==> src/rtl/pool_out_writer_pkg.sv <==
// rtl/pool_out_writer_pkg.sv - shared types and constants for the pooled-output writer
package pool_out_writer_pkg;

  localparam int BYTE_W = 8;
  localparam int LANES  = 4;

  typedef enum logic [1:0] {
    IDLE = 2'd0,
    EVEN = 2'd1,
    ODD  = 2'd2,
    FIN  = 2'd3
  } state_t;

endpackage

==> src/rtl/pool_out_writer_byte_max4.sv <==
// rtl/pool_out_writer_byte_max4.sv - lanewise unsigned max of two packed 4-byte words
module byte_max4
  import pool_out_writer_pkg::*;
(
  input  logic [LANES*BYTE_W-1:0] a,
  input  logic [LANES*BYTE_W-1:0] b,
  output logic [LANES*BYTE_W-1:0] y
);

  always_comb begin
    y = '0;
    for (int k = 0; k < LANES; k++) begin
      y[k*BYTE_W +: BYTE_W] = (a[k*BYTE_W +: BYTE_W] > b[k*BYTE_W +: BYTE_W])
                            ? a[k*BYTE_W +: BYTE_W] : b[k*BYTE_W +: BYTE_W];
    end
  end

endmodule

==> src/rtl/pool_out_writer.sv <==
// rtl/pool_out_writer.sv - completes 2x2 max-pooling over conv rows and writes pooled words to SRAM
module pool_out_writer #(
  parameter int WORDS_PER_ROW = 4,
  parameter int ROWS_PER_MAP  = 8,
  parameter int ADDR_W        = 10
) (
  input  logic              clk,
  input  logic              rst,
  input  logic              start,
  input  logic [ADDR_W-1:0] base_addr,
  input  logic              conv_valid,
  input  logic [31:0]       conv_result,
  output logic              busy,
  output logic              done,
  output logic              mem_wen,
  output logic [ADDR_W-1:0] mem_addr,
  output logic [31:0]       mem_wdata,
  output logic              drop_err
);
  import pool_out_writer_pkg::*;

  localparam int WC_W = (WORDS_PER_ROW > 1) ? $clog2(WORDS_PER_ROW) : 1;
  localparam int RC_W = $clog2(ROWS_PER_MAP);

  state_t            state, state_nx;
  logic [ADDR_W-1:0] base_q;
  logic [WC_W-1:0]   word_cnt;
  logic [RC_W-1:0]   row_cnt;
  logic [31:0]       linebuf [WORDS_PER_ROW];
  logic [31:0]       pooled;
  logic [ADDR_W-1:0] wr_addr;
  logic              accept, last_word, last_row, start_ok, drop_now;

  byte_max4 u_max (
    .a (conv_result),
    .b (linebuf[word_cnt]),
    .y (pooled)
  );

  assign accept    = conv_valid && (state == EVEN || state == ODD);
  assign drop_now  = conv_valid && (state == IDLE || state == FIN);
  assign start_ok  = start && (state == IDLE);
  assign last_word = (word_cnt == WC_W'(WORDS_PER_ROW - 1));
  assign last_row  = (row_cnt == RC_W'(ROWS_PER_MAP - 1));
  // Each odd/even row pair produces one pooled row, hence row_cnt>>1.
  assign wr_addr   = base_q + ADDR_W'((32'(row_cnt) >> 1) * WORDS_PER_ROW) + ADDR_W'(word_cnt);

  always_comb begin
    state_nx = state;
    busy     = (state != IDLE);
    case (state)
      IDLE: if (start) state_nx = EVEN;
      EVEN: if (conv_valid && last_word) state_nx = ODD;
      ODD:  if (conv_valid && last_word) state_nx = last_row ? FIN : EVEN;
      FIN:  state_nx = IDLE;
      default: state_nx = IDLE;
    endcase
  end

  always_ff @(posedge clk or posedge rst) begin
    if (rst) state <= IDLE;
    else     state <= state_nx;
  end

  always_ff @(posedge clk or posedge rst) begin
    if (rst) begin
      base_q    <= '0;
      word_cnt  <= '0;
      row_cnt   <= '0;
      done      <= 1'b0;
      mem_wen   <= 1'b0;
      mem_addr  <= '0;
      mem_wdata <= '0;
      drop_err  <= 1'b0;
      for (int i = 0; i < WORDS_PER_ROW; i++) linebuf[i] <= '0;
    end else begin
      mem_wen <= 1'b0;
      done    <= (state == FIN);
      // A dropped word in the start cycle must win over start's clear.
      if (drop_now)      drop_err <= 1'b1;
      else if (start_ok) drop_err <= 1'b0;
      if (start_ok) begin
        base_q   <= base_addr;
        word_cnt <= '0;
        row_cnt  <= '0;
      end
      if (accept) begin
        if (state == EVEN) begin
          linebuf[word_cnt] <= conv_result;
        end else begin
          mem_wen   <= 1'b1;
          mem_addr  <= wr_addr;
          mem_wdata <= pooled;
        end
        word_cnt <= last_word ? '0 : word_cnt + 1'b1;
        if (last_word) row_cnt <= row_cnt + 1'b1;
      end
    end
  end

endmodule
==> config.mk <==
export PLATFORM = sky130hd
export DESIGN_NAME = pool_out_writer
export DESIGN_NICKNAME = d
export VERILOG_FILES = /design/src/rtl/pool_out_writer_pkg.sv /design/src/rtl/pool_out_writer_byte_max4.sv /design/src/rtl/pool_out_writer.sv
export SDC_FILE = /design/constraint.sdc
export NUM_CORES = 1
export LEC_CHECK = 0
export ABC_AREA = 0
export CAP_MARGIN = 20
export CORE_MARGIN = 2
export CORE_UTILIZATION = 60
export DETAILED_ROUTE_END_ITERATION = 8
export PLACE_DENSITY = 0.86
export SYNTH_ARGS = -nofsm -noshare
export SYNTH_HDL_FRONTEND = slang
export SYNTH_SLANG_ARGS = --single-unit
==> constraint.sdc <==
create_clock -name clk -period 16.8 [get_ports clk]
set_input_delay 5.04 -clock clk [delete_from_list [all_inputs] [get_ports clk]]
set_output_delay 5.04 -clock clk [all_outputs]
set_load 0.01 [all_outputs]
======== Word-level counts from Yosys, hierarchy flattened ========
Cells that the tools add are included.
cells by class
  mux-type cells .......................... 25
  bitwise logic cells ..................... 2
  reduce and logical (&&, ||, !) cells .... 14
  order comparisons ....................... 6
  add/subtract/negate cells ............... 4
  equal/unequal tests ..................... 8
operator list
  cell                 number
  $bwmux 128           1
  $mux 32              3
  $bmux 32 s2          1
  $demux 32 s2         1
  $gt 8x8->1           4
  $mux 8               4
  $mux 2               7
  $add 10x2->10        1
  $add 10x4->10        1
  $mux 3               3
  $pmux 2 s4           1
  $eq 2x2->1 const B   3
  $reduce_bool 2->1    3
  $logic_and 1x1->1    5
  $mux 1               4
  $ne 2x2->1 const B   2
  $reduce_and 2->1     2
  $add 3x1->3 const B  1
  $eq 3x3->1 const B   1
  $ge 3x3->1 const B   1
  $lt 3x1->1 const B   1
  $not 2->3            1
  $reduce_and 3->1     1
  $add 2x1->2 const B  1
  5 further kinds      6
storage, ports and cells
  logic and storage cells ................. 72
  bits in registers ....................... 190
  output and inout bits ................... 46
  bits of input ports ..................... 46

======== Logic depth before layout (Yosys ltp) ========
Gate-level depths: netlist of run 1.
  word-level depth ........................ 6
  gate-level depth with buffers ........... 10
  mapped depth without buffers ............ 8

======== Modules after synthesis ========
From an unflattened synthesis of run 1, not the netlist that was laid out.
second synthesis, totals
  cells, all modules ...................... 731
  area total of the unflattened synthesis .. 9,449.1 um2
by module, submodules not included
  module           seq. area each (um2)  area each (um2)  cells each  times used
  pool_out_writer  4,754.6               8,232.9          591         1
  byte_max4        0.0                   1,216.2          140         1

======== Worst setup path before layout of run 1 ========
OpenSTA, ideal clock, no wires.
  kind .................................... in2reg
  start ................................... input port conv_result[15]
  end ..................................... register mem_wdata[10]
  buffers on the path ..................... 0
  library setup time ...................... 0.082 ns
  slack ................................... 10.440 ns
  data arrival time ....................... 6.278 ns
  cell stages on the path ................. 6
  required time ........................... 16.718 ns
  path through ............................ ha_1 > nand4_1 > nor2_1 > a211oi_1 > o21ai_0 > a31oi_1
on the way
  longest elaborated chain between the ends .. 2
RTL lines
  element               RTL line                         RTL
  start, declared       pool_out_writer.sv:12            input logic [31:0] conv_result,
  $gt 8x8->1            pool_out_writer_byte_max4.sv:13  y[k*BYTE_W +: BYTE_W] = (a[k*BYTE_W +: BYTE_W] > b[k*BYTE_W +: BYTE_W])
  $mux 8                pool_out_writer_byte_max4.sv:14  ? a[k*BYTE_W +: BYTE_W] : b[k*BYTE_W +: BYTE_W];
  end signal, assigned  pool_out_writer.sv:93            mem_wdata <= pooled;
  end, declared         pool_out_writer.sv:17            output logic [31:0] mem_wdata,
No other way between the ends.
A chain may end at the register's enable or synchronous reset.

======== Worst setup path after layout of run 1 ========
  start ................................... input port conv_result[9]
  end ..................................... register mem_wdata[14]
Same word-level chain as after synthesis.

==> flow_summary.rst, run 1 <==
.. list-table::
   :header-rows: 1

   * - Metric
     - Value
   * - Count of buffers from port buffering
     - just over 90
   * - Total core area
     - between 15000 and 20000 µm²
   * - Max Clock Skew
     - 9.924 ps
   * - Leftover overflow at the end of global routing
     - 0
   * - Crit-path cells
     - clkdlybuf4s50_1 -> ha_1 -> nor2b_1 -> o211ai_1 -> a211oi_1 -> o21ai_0 -> a31oi_1
   * - Die extent in y
     - roughly 130 µm
   * - MaxCap Viol Count
     - 0
   * - Relative area change from synthesis to final layout
     - 17.81%
   * - Share of synthesized area spent on multiplexers
     - 22.60%
   * - Gate Count Post-Synth
     - between 700 and 800
   * - YS warnings
     - 0
   * - Average cell area after synthesis
     - 12.24 µm²
   * - Number of cells in the finished layout apart from fillers
     - 1046
   * - TritonCTS Sinks
     - 190
   * - Adder-cell share of the synthesized area
     - around 6.5%
   * - Internal portion of total power
     - about 0.0014 W
   * - Setup violation total in the final timing report
     - 0
   * - Worst min-delay path category
     - flop to flop
   * - Via count of the first global-routing pass
     - about 7000
   * - Register-to-register path setup slack
     - between 10000 and 15000 ps
   * - Clock network power share
     - 18.9%
   * - Initial cell density of the core
     - 61.27%
   * - Number of enable flip-flop cells after synthesis
     - 0
   * - Reg-to-reg endpoint
     - mem_wdata[4]
   * - Via density per instance
     - about 6.3
   * - Fraction of power consumed by sequential logic
     - 36.7%
   * - CP arrival
     - roughly 7400 ps
   * - Slowest cell on the critical path
     - sky130_fd_sc_hd__a211oi_1
   * - Root Buffer
     - sky130_fd_sc_hd__clkbuf_16
   * - Static leakage
     - 4.896 nW
   * - Number of iterations in the first detailed-routing pass
     - 5
   * - Register-to-Register Path Depth
     - 9
   * - Netlist Area Pre-Place
     - between 9000 and 10000 µm²
   * - Setup CP Type
     - input port to flop
   * - Horizontal die dimension
     - around 130 µm
   * - Sequential element share of the synthesized area
     - roughly half
   * - Weighted congestion at the end of routability-driven global placement
     - roughly 0.84
   * - Max VDD drop
     - 0.1090 mV
   * - Kind of start point of the critical path
     - input port
   * - Final wirelength
     - 20.83 mm
   * - Global-route track usage on met1
     - roughly a third
   * - Delay contributed by the slowest stage of the critical path
     - roughly 770 ps
   * - Aggregate negative setup slack
     - 0 ps
   * - Most used cells in the layout excluding fill and tap cells
     - 189 x sky130_fd_sc_hd__dfrtp_1, 122 x sky130_fd_sc_hd__mux2_2, 91 x sky130_fd_sc_hd__clkdlybuf4s50_1
   * - Number of fill cells
     - 970
   * - Total placed cells including tap cells
     - just over 1000
   * - Site Rows
     - 45
   * - Net Count, Synth
     - around 860
   * - Critical path depth
     - 7
   * - Top FF cell, synth
     - sky130_fd_sc_hd__dfrtp_1
   * - Most common cell after layout, fill and taps aside
     - sky130_fd_sc_hd__dfrtp_1
   * - Number of antenna diodes
     - 0
   * - Resized Gates After CTS
     - 0
   * - Fin. Hold Viols
     - 0
   * - Largest family of logic cells by synthesized area
     - multiplexers
   * - Number of levels the H-tree was split into
     - 4
   * - Final worst path period share
     - ~42%
   * - Number of nets in the layout
     - 939
   * - Library cells used by synthesis
     - 37
   * - Highest achievable clock rate
     - between 100 and 150 MHz
   * - Largest net degree at the start of global routing
     - 100
   * - CP endpoint kind
     - flop
   * - P per Cell Area
     - between 150 and 200 nW/µm²
   * - Flops & latches, synth
     - 190
   * - Critical path buffers and inverters
     - 1
   * - Complex-gate fraction of the synthesized area
     - 8.463%
   * - Startpoint of the worst register-to-register path
     - word_cnt[0]
   * - Number of nets with antenna violations after detailed routing
     - 0
   * - Hold-fix buffer count after cts
     - 0
   * - HPWL after DPL
     - about 14 mm
   * - Worst-case clock buffer depth
     - 2
   * - GRT met3 Usage
     - 5.198%
   * - Setup repair after global routing missed its margin
     - false
   * - Fraction of met2 tracks used by global routing
     - a little under half
   * - FFs w/ async S/R, synth
     - between 90% and 100%
   * - Largest fanout of any net on the critical path
     - 8
   * - Count of vias placed by the detailed router
     - 6557
   * - Iter 0 DRT Violations
     - between 400 and 500
   * - First-pass GRT wire length
     - 34.29 mm
   * - Result of the run
     - finished clean
   * - Fraction of final layout cells with drive strength greater than 1
     - a little under a quarter
   * - Drc violations
     - 0
   * - WL per Instance
     - 19.91 µm
   * - Setup Buffers After CTS
     - 0
   * - Worst-margin pin slew
     - roughly 1000 ps
   * - Final slew viol count
     - 0
   * - CTS buffer count
     - 17
   * - Worst slew margin
     - between 30% and 40%
   * - Total routing usage reported by global routing
     - 26.79%
   * - Layer carrying the most global-route usage
     - met2
   * - Required arrival time at the worst endpoint
     - about 17000 ps
   * - Die area
     - approximately 17000 µm²
   * - Worst setup path endpoint
     - mem_wdata[14]
   * - CP startpoint
     - conv_result[9]
   * - XOR/XNOR share of the synthesized area
     - less than 1%
   * - Count of pins on the block boundary
     - between 90 and 100
   * - Switching share of power
     - 36.62%
   * - Power share of the combinational group
     - roughly 44%
   * - Clock latency on the worst-skew pair
     - ~440 ps
   * - Crit-path leading delay family
     - compound AO/OA/AOI/OAI gates
   * - Net switching component of the power
     - slightly below 0.0008 W
   * - Initial antenna violation count
     - 0
   * - Post-CTS clock slew at the launch and capture registers of the worst setup and hold paths
     - 70 ps
   * - CTS tree
     - yes
   * - Time the final worst path needs with I/O delays and setup
     - just over 7000 ps
   * - Simple-gate share of the synthesized area
     - 7.241%
==> synthesized netlist by cell type, drive strengths merged (2+ instances only) <==
library cell,n,area [µm²]
dfrtp,190,4755
mux2,122,1374
o21ai,71,355.3
ha,47,588.1
inv,46,172.7
nand2,43,173.9
nand3,41,205.2
nor2,37,138.9
a31oi,34,212.7
mux4,32,720.7
buf,28,152.7
a21oi,16,80.08
nand4,9,56.30
nor2b,9,56.30
o211ai,5,37.54
a211o,4,35.03
a211oi,4,30.03
xnor2,4,35.03
clkbuf,3,11.26
a21o,2,15.01
or2,2,12.52
==> power by group through the flow <==
stage	clock (W)	combinational [W]	sequential, W
after floorplan	0	0.000651	0.000772
after global placement	0	0.000876	0.000775
after detailed placement	0	0.000937	0.000793
after CTS	0.000413	0.000950	0.000790
after global routing	0.000434	0.00106	0.000814
final	0.000408	0.000958	0.000791
==> logic make-up after synthesis <==
| logic type | Yosys count |
|---|---|
| fa+ha+maj | 48 |
| xor+xnor | 5 |
| compound gates | 139 |
| buf+inv | 78 |
| flops | 190 |
| mux | 155 |
| simple gates | 146 |
==> area by class of cell <==
type,instances,area [µm²],share of cell area (%)
tap,188,235.2,2.144
timing repair buffer,96,980.9,8.940
multi-input combinational,493,4219,38.45
clock inverter,15,175.2,1.596
clock buffer,17,425.4,3.877
inverter,47,181.4,1.653
sequential,190,4756,43.34
==> worst min-delay path by stage <==
| stage | from | endpoint | slack [ps] | cells after the start |
|---|---|---|---|---|
| 2_1_floorplan | linebuf[32] | linebuf[32] | 440 | 2 |
| 3_3_place_gp | linebuf[32] | linebuf[32] | 460 | 2 |
| 3_5_place_dp | linebuf[96] | linebuf[96] | 470 | 2 |
| 4_1_cts | linebuf[80] | linebuf[80] | 490 | 2 |
| 5_1_grt | linebuf[80] | linebuf[80] | 500 | 2 |
| 6_report | linebuf[80] | linebuf[80] | 490 | 2 |
==> sequential cells by signal, indices dropped and copies added (netlist names) <==
signal / cells
linebuf: 128
mem_wdata: 32
base_q: 10
mem_addr: 10
row_cnt: 3
state: 2
word_cnt: 2
done: 1
drop_err: 1
mem_wen: 1
==> layer usage <==
metal	vias to the layer above	routed length [µm]
met3	61	1015
met1	3324	8289
met2	224	10900
li1	2948	-
met4	0	624
met5	-	0
==> worst register-to-register path, delay by kind of cell, from the launching register on <==
kind | cells | cell delay, ps
AO/OA/AOI/OAI | 3 | 1070
flip-flops | 1 | 640
buffers and inverters | 2 | 640
multiplexers | 1 | 620
AND/OR/NAND/NOR | 2 | 280
adder cells (fa/ha/maj) | 1 | 270
==> through the flow <==
stage / setup slack [ps] / total power (W) / hold WS [ps] / cell area (µm²) / util [%]
2_1_floorplan: 6590 / 0.001423 / 444.6 / 9314 / -
3_5_place_dp: 9017 / 0.001730 / 467.6 / 10320 / 67.92
3_3_place_gp: 9173 / 0.001651 / 456.7 / 10320 / 67.92
6_report: 9720 / 0.002157 / 485.7 / 10970 / 72.18
4_1_cts: 9448 / 0.002153 / 485.9 / 10930 / 71.87
5_1_grt: 9468 / 0.002303 / 503.3 / 10970 / 72.18
Power figures use the tool's default switching activity.
==> run 2, diff against run 1 <==
Settings changed: CORE_UTILIZATION 60 to 57, PLACE_DENSITY 0.86 to 0.83.
Clock period 16.8 ns to 6.65 ns, I/O delays scaled along.
==> flow_summary.rst, run 2 (synthesized netlist as in run 1, its figures left out) <==
.. list-table::
   :header-rows: 1

   * - Metric
     - Value
   * - Result of the run
     - finished clean
   * - First-pass GRT wire length
     - 33.21 mm (-3.2%)
   * - Metal3 WL
     - 646 µm (-36%)
   * - Final worst-path setup slack
     - 2723 ps (-6997 ps)
   * - Most used cells in the layout excluding fill and tap cells
     - 189 x sky130_fd_sc_hd__dfrtp_1, 122 x sky130_fd_sc_hd__mux2_2, 91 x sky130_fd_sc_hd__clkdlybuf4s50_1
   * - Setup violation total in the final timing report
     - 0 (unchanged)
   * - Drc violations
     - 0 (unchanged)
   * - Worst slew margin
     - 31.45% (+0.058 points)
   * - P per Cell Area
     - 497.4 nW/µm² (+150%)
   * - Via count of the first global-routing pass
     - 6691 (-4.4%)
   * - Initial antenna violation count
     - 0 (unchanged)
   * - Worst-case clock buffer depth
     - 2 (unchanged)
   * - Time the final worst path needs with I/O delays and setup
     - 3927 ps
   * - Top routing layer in use
     - met4
   * - Max VDD drop
     - 0.2319 mV (+110%)
   * - Setup Buffers After CTS
     - 0 (unchanged)
   * - CP endpoint kind
     - flop
   * - Setup repair after global routing missed its margin
     - false
   * - Total core area
     - 15940 µm² (+4.9%)
   * - Crit-path cells
     - clkdlybuf4s50_1 -> ha_1 -> nand4_1 -> nor2_1 -> a211oi_1 -> o21ai_0 -> a31oi_1
   * - CTS buffer count
     - 17 (unchanged)
   * - Most flop-heavy register
     - linebuf
   * - Relative area change from synthesis to final layout
     - 18.73%
   * - Highest achievable clock rate
     - approximately 250 MHz
   * - Slowest cell on the critical path
     - sky130_fd_sc_hd__a211oi_1
   * - Count of vias placed by the detailed router
     - 6377 (-2.7%)
   * - Kind of start point of the critical path
     - input port
   * - Total routing usage reported by global routing
     - 23.92% (-2.9 points)
   * - Final worst path period share
     - 59.05%
   * - Largest fanout of any net on the critical path
     - 8 (unchanged)
   * - Root Buffer
     - sky130_fd_sc_hd__clkbuf_16
   * - Clock latency on the worst-skew pair
     - 430 ps (about the same)
   * - Initial cell density of the core
     - 58.42% (-2.8 points)
   * - Worst-margin pin slew
     - 1025 ps (-0.8621 ps)
   * - Place WS
     - 1912 ps (-7105 ps)
   * - CP arrival
     - 4270 ps (-3150 ps)
   * - Weighted congestion at the end of routability-driven global placement
     - 0.8339 (-0.87%)
   * - Final slew viol count
     - 0 (unchanged)
   * - Count of pins on the block boundary
     - 92 (unchanged)
   * - Max Clock Skew
     - 8.516 ps (-1.408 ps)
   * - TritonCTS Sinks
     - 190 (unchanged)
   * - Delay contributed by the slowest stage of the critical path
     - 680 ps (-90 ps)
   * - CTS tree
     - yes
   * - Aggregate negative setup slack
     - 0 ps (unchanged)
   * - Resized Gates After CTS
     - 0 (unchanged)
   * - Number of nets with antenna violations after detailed routing
     - 0 (unchanged)
   * - Critical path buffers and inverters
     - 1 (unchanged)
   * - Met2 Wirelength
     - 9.955 mm (-8.7%)
   * - Max FFs per register
     - 128 (unchanged)
   * - Placed standard-cell area
     - 10370 µm² (+0.45%)
   * - WL per Instance
     - 18.46 µm (-7.3%)
   * - Static leakage
     - 4.910 nW (+0.29%)
   * - Fin. Hold Viols
     - 0 (unchanged)
   * - MaxCap Viol Count
     - 0 (unchanged)
   * - DRT met1 WL
     - 8.727 mm (+5.3%)
   * - Die extent in y
     - 131.8 µm (+2.5%)
   * - Horizontal die dimension
     - 131.8 µm (+2.5%)
   * - Die area
     - 17380 µm² (+5.1%)
   * - Worst hold-check slack
     - 480.4 ps (-5.204 ps)
   * - Iter 0 DRT Violations
     - 519 (+5.9%)
   * - Crit-path leading delay family
     - compound AO/OA/AOI/OAI gates
   * - Count of buffers from port buffering
     - 91 (unchanged)
   * - Post-CTS clock slew at the launch and capture registers of the worst setup and hold paths
     - 70 ps (about the same)
   * - Number of levels the H-tree was split into
     - 4 (unchanged)
   * - Via density per instance
     - 5.943 (-5.2%)
   * - Final wirelength
     - 19.81 mm (-4.9%)
   * - Most common cell after layout, fill and taps aside
     - sky130_fd_sc_hd__dfrtp_1
   * - Worst min-delay path category
     - flop to flop
   * - Registers with the most flip-flops
     - linebuf x128, mem_wdata x32
   * - Required arrival time at the worst endpoint
     - 6990 ps (-10150 ps)
   * - Largest net degree at the start of global routing
     - 156 (+56%)
   * - Number of antenna diodes
     - 0 (unchanged)
   * - HPWL after DPL
     - 12.69 mm (-6.4%)
   * - Final design instance area without fill
     - 11060 µm² (+0.78%)
   * - Number of nets in the layout
     - 938 (-0.11%)
   * - Hold-fix buffer count after cts
     - 0 (unchanged)
   * - Number of iterations in the first detailed-routing pass
     - 4 (-1)
   * - Leftover overflow at the end of global routing
     - 0 (unchanged)
   * - Site Rows
     - 46 (+2.2%)
   * - Setup CP Type
     - input port to flop
   * - Fraction of final layout cells with drive strength greater than 1
     - 23.10% (-0.21 points)
[run 2: changes by cell type in the layout (fill, tap and decap cells not counted), moves of 2 or more]
cell / delta
sky130_fd_sc_hd__bufinv_16: +3
sky130_fd_sc_hd__clkbuf_8: +4
sky130_fd_sc_hd__clkinv_2: +2
sky130_fd_sc_hd__clkinv_4: -5
sky130_fd_sc_hd__clkinvlp_4: +3
sky130_fd_sc_hd__inv_6: -7
[run 2: power by group]
| group | internal [W] | switching [W] | leakage (nW) |
|---|---|---|---|
| clock | 0.000706 | 0.000433 | 0.318 |
| sequential | 0.00167 | 0.000335 | 2.40 |
| combinational | 0.00121 | 0.00114 | 2.19 |
| total | 0.00359 | 0.00191 | 4.91 |
[run 2: final cells by class]
type / instances / area (µm²)
Timing Repair Buffer: 95 / 965.9
Clock inverter: 10 / 182.7
Inverter: 47 / 180.2
Clock buffer: 22 / 484.2
Sequential cell: 190 / 4756
Multi-Input combinational cell: 493 / 4219
Tap cell: 216 / 270.3
Fill cell: 1115 / 4885
[run 2: path summary, 6_finish.rpt]
path                                     start            to  slack (ps)  cells past startpoint
worst min-delay path                linebuf[8]    linebuf[8]         480                      2
worst min register to register      linebuf[8]    linebuf[8]         480                      2
max in group asynchronous                  rst   word_cnt[0]        3320                      3
worst max register to register     word_cnt[0]  mem_wdata[6]        3030                      9
worst max-delay path            conv_result[6]  mem_wdata[6]        2720                      7
min in group asynchronous                  rst   linebuf[37]        2050                      2
[run 2: per-stage QoR]
stage | util, % | std cells | total power [W]
after floorplan | - | 761 | 0.003596
after global placement | 65.05 | 1040 | 0.004205
after detailed placement | 65.05 | 1040 | 0.004336
after CTS | 69.24 | 1072 | 0.005506
after global routing | 69.36 | 1073 | 0.005875
final | 69.36 | 1073 | 0.005501
[run 2: per-layer routing]
metal	GRT usage, %	vias to the layer above
li1	-	2935
met1	30.84	3260
met2	40.14	137
met3	5.229	45
met4	8.877	0
met5	0	-
[run 2: tightest hold or removal path, delay by kind of cell (launching register included)]
| kind | cells | cell delay (ps) |
|---|---|---|
| AOI/OAI and AO/OA | 1 | 60 |
| DFF | 1 | 340 |
| and+or+nand+nor | 1 | 50 |
==> run 3, diff against run 2 <==
Settings changed: CORE_UTILIZATION 57 to 52, PLACE_DENSITY 0.83 to 0.8.
Clock period 6.65 ns to 3.5 ns, I/O delays scaled along.
==> flow_summary.rst, run 3 (synthesized netlist as in run 1, its figures left out) <==
.. list-table::
   :header-rows: 1

   * - Metric
     - Value
   * - Result of the run
     - finished clean
   * - Area used by multi-input combinational logic
     - 4219 µm² (unchanged)
   * - HPWL after DPL
     - 13.82 mm (+8.9%)
   * - TritonCTS Sinks
     - 190 (unchanged)
   * - Worst-margin pin slew
     - 939.1 ps (-85.48 ps)
   * - Highest achievable clock rate
     - ~330 MHz
   * - Total routing usage reported by global routing
     - 22.61% (-1.3 points)
   * - P per Cell Area
     - 909.0 nW/µm² (+83%)
   * - Total power draw
     - 0.01018 W (+85%)
   * - Number of levels the H-tree was split into
     - 4 (unchanged)
   * - MaxCap Viol Count
     - 0 (unchanged)
   * - Fin. Hold Viols
     - 0 (unchanged)
   * - Worst hold-check slack
     - 477.8 ps (-2.681 ps)
   * - Worst slew margin
     - 37.01% (+5.6 points)
   * - Max Clock Skew
     - 9.730 ps (+1.214 ps)
   * - Hold-fix buffer count after cts
     - 0 (unchanged)
   * - Max VDD drop
     - 0.4722 mV (+100%)
   * - Register-to-Register Path Depth
     - 9 (unchanged)
   * - Sequential Area
     - 4756 µm² (unchanged)
   * - Site Rows
     - 48 (+4.3%)
   * - Setup Buffers After CTS
     - 0 (unchanged)
   * - WL per Instance
     - 18.08 µm (-2.1%)
   * - Slowest cell on the critical path
     - sky130_fd_sc_hd__a211oi_1
   * - Post-CTS clock slew at the launch and capture registers of the worst setup and hold paths
     - 60 ps (about the same)
   * - Resized Gates After CTS
     - 0 (unchanged)
   * - Number of iterations in the first detailed-routing pass
     - 4 (unchanged)
   * - Setup repair after global routing missed its margin
     - false
   * - Most flop-heavy register
     - linebuf
   * - Iter 0 DRT Violations
     - 406 (-22%)
   * - Leftover overflow at the end of global routing
     - 0 (unchanged)
   * - Final slew viol count
     - 0 (unchanged)
   * - CP endpoint kind
     - flop
   * - Largest fanout of any net on the critical path
     - 25 (+17)
   * - CP arrival
     - 3430 ps (-840 ps)
   * - Time the final worst path needs with I/O delays and setup
     - slightly above 3000 ps
   * - Setup violation total in the final timing report
     - 0 (unchanged)
   * - Number of antenna diodes
     - 0 (unchanged)
   * - Count of pins on the block boundary
     - 92 (unchanged)
   * - Worst-case clock buffer depth
     - 2 (unchanged)
   * - Total core area
     - 17420 µm² (+9.2%)
   * - Final worst path period share
     - slightly below 90%
   * - Via density per instance
     - 5.776 (-2.8%)
   * - Horizontal die dimension
     - 137.8 µm (+4.6%)
   * - Number of fill cells
     - 1325 (+19%)
   * - Most common cell after layout, fill and taps aside
     - sky130_fd_sc_hd__dfrtp_1
   * - First-pass GRT wire length
     - 33.08 mm (-0.39%)
   * - CTS buffer count
     - 17 (unchanged)
   * - Root Buffer
     - sky130_fd_sc_hd__clkbuf_16
   * - Count of buffers from port buffering
     - 91 (unchanged)
   * - Most used cells in the layout excluding fill and tap cells
     - 189 x sky130_fd_sc_hd__dfrtp_1, 122 x sky130_fd_sc_hd__mux2_2, 91 x sky130_fd_sc_hd__clkdlybuf4s50_1
   * - Aggregate negative setup slack
     - 0 ps (unchanged)
   * - Fraction of final layout cells with drive strength greater than 1
     - 24.66% (+1.6 points)
   * - Die area
     - 19000 µm² (+9.3%)
   * - Relative area change from synthesis to final layout
     - 20.30%
   * - Crit-path cells
     - buf_12 -> mux4_2 -> inv_1 -> ha_1 -> nand4_1 -> nor2_1 -> a211oi_1 -> o21ai_0 -> a31oi_1
   * - Initial antenna violation count
     - 0 (unchanged)
   * - Max FFs per register
     - 128 (unchanged)
   * - Clock latency on the worst-skew pair
     - 430 ps (about the same)
   * - Total placed cells including tap cells
     - 1070 (+2.9%)
   * - Number of nets in the layout
     - 958 (+2.1%)
   * - Post-layout utilization of the core
     - 64.33% (-5.0 points)
   * - Die extent in y
     - 137.8 µm (+4.6%)
   * - Required arrival time at the worst endpoint
     - 3850 ps (-3140 ps)
   * - Drc violations
     - 0 (unchanged)
   * - Kind of start point of the critical path
     - flop
   * - Largest net degree at the start of global routing
     - 67 (-57%)
   * - Worst min-delay path category
     - flop to flop
   * - Initial cell density of the core
     - 53.48% (-4.9 points)
   * - Number of cells in the finished layout apart from fillers
     - 1101 (+2.6%)
   * - Number of nets with antenna violations after detailed routing
     - 0 (unchanged)
   * - Via count of the first global-routing pass
     - 6577 (-1.7%)
   * - Weighted congestion at the end of routability-driven global placement
     - 0.8168 (-2.1%)
   * - Static leakage
     - 4.997 nW (+1.8%)
   * - Count of vias placed by the detailed router
     - 6359 (-0.28%)
   * - CTS tree
     - yes
   * - Final wirelength
     - 19.90 mm (+0.47%)
   * - Setup CP Type
     - flop to flop
   * - Delay contributed by the slowest stage of the critical path
     - 740 ps (+60 ps)
   * - Worst hold path cell count
     - 2 (unchanged)
   * - Registers with the most flip-flops
     - linebuf x128, mem_wdata x32
==> run 3: path summary, 6_finish.rpt <==
kind / startpoint / to / slack [ps]
max in group asynchronous: rst / mem_wdata[19] / 1740
hold reg to reg: linebuf[16] / linebuf[16] / 480
setup reg to reg: word_cnt[0] / mem_wdata[7] / 430
setup / recovery: word_cnt[0] / mem_wdata[7] / 430
hold / removal: linebuf[16] / linebuf[16] / 480
min in group asynchronous: rst / linebuf[66] / 1010
==> run 3: where the power goes <==
| group | switching [W] | internal [W] |
|---|---|---|
| Sequential | 0.000549 | 0.00318 |
| Clock | 0.000817 | 0.00101 |
| Combinational | 0.00224 | 0.00239 |
==> run 3: metrics by stage <==
stage | area, µm² | setup WS (ps)
floorplan | 9318 | 1.539
global placement | 10650 | 168.6
detailed placement | 10650 | 44.67
CTS | 11200 | 360.7
global route | 11200 | 150.1
finish | 11200 | 426.0
==> run 3: layout make-up <==
cell class / count / share of cell area (%)
clock buffers: 21 / 4.109
clock inverters: 10 / 0.8152
inverters: 47 / 1.608
multi-input cells: 493 / 37.65
flip-flops and latches: 190 / 42.45
well taps: 225 / 2.513
repair buffers: 115 / 10.85
==> run 3: critical path: cells and delay by family, from the launching register on <==
family,cells,cell delay (ps)
compound gates,3,1130
fa+ha+maj,1,240
buf+inv,2,340
flops,1,470
mux,1,560
simple gates,2,250
==> run 3: routing by layer <==
metal  GRT usage, %  part of all wire, %
met5              0                    0
met3          4.047                  3.8
met1          31.12                   44
met2          36.57                   50
met4          7.596                  1.7
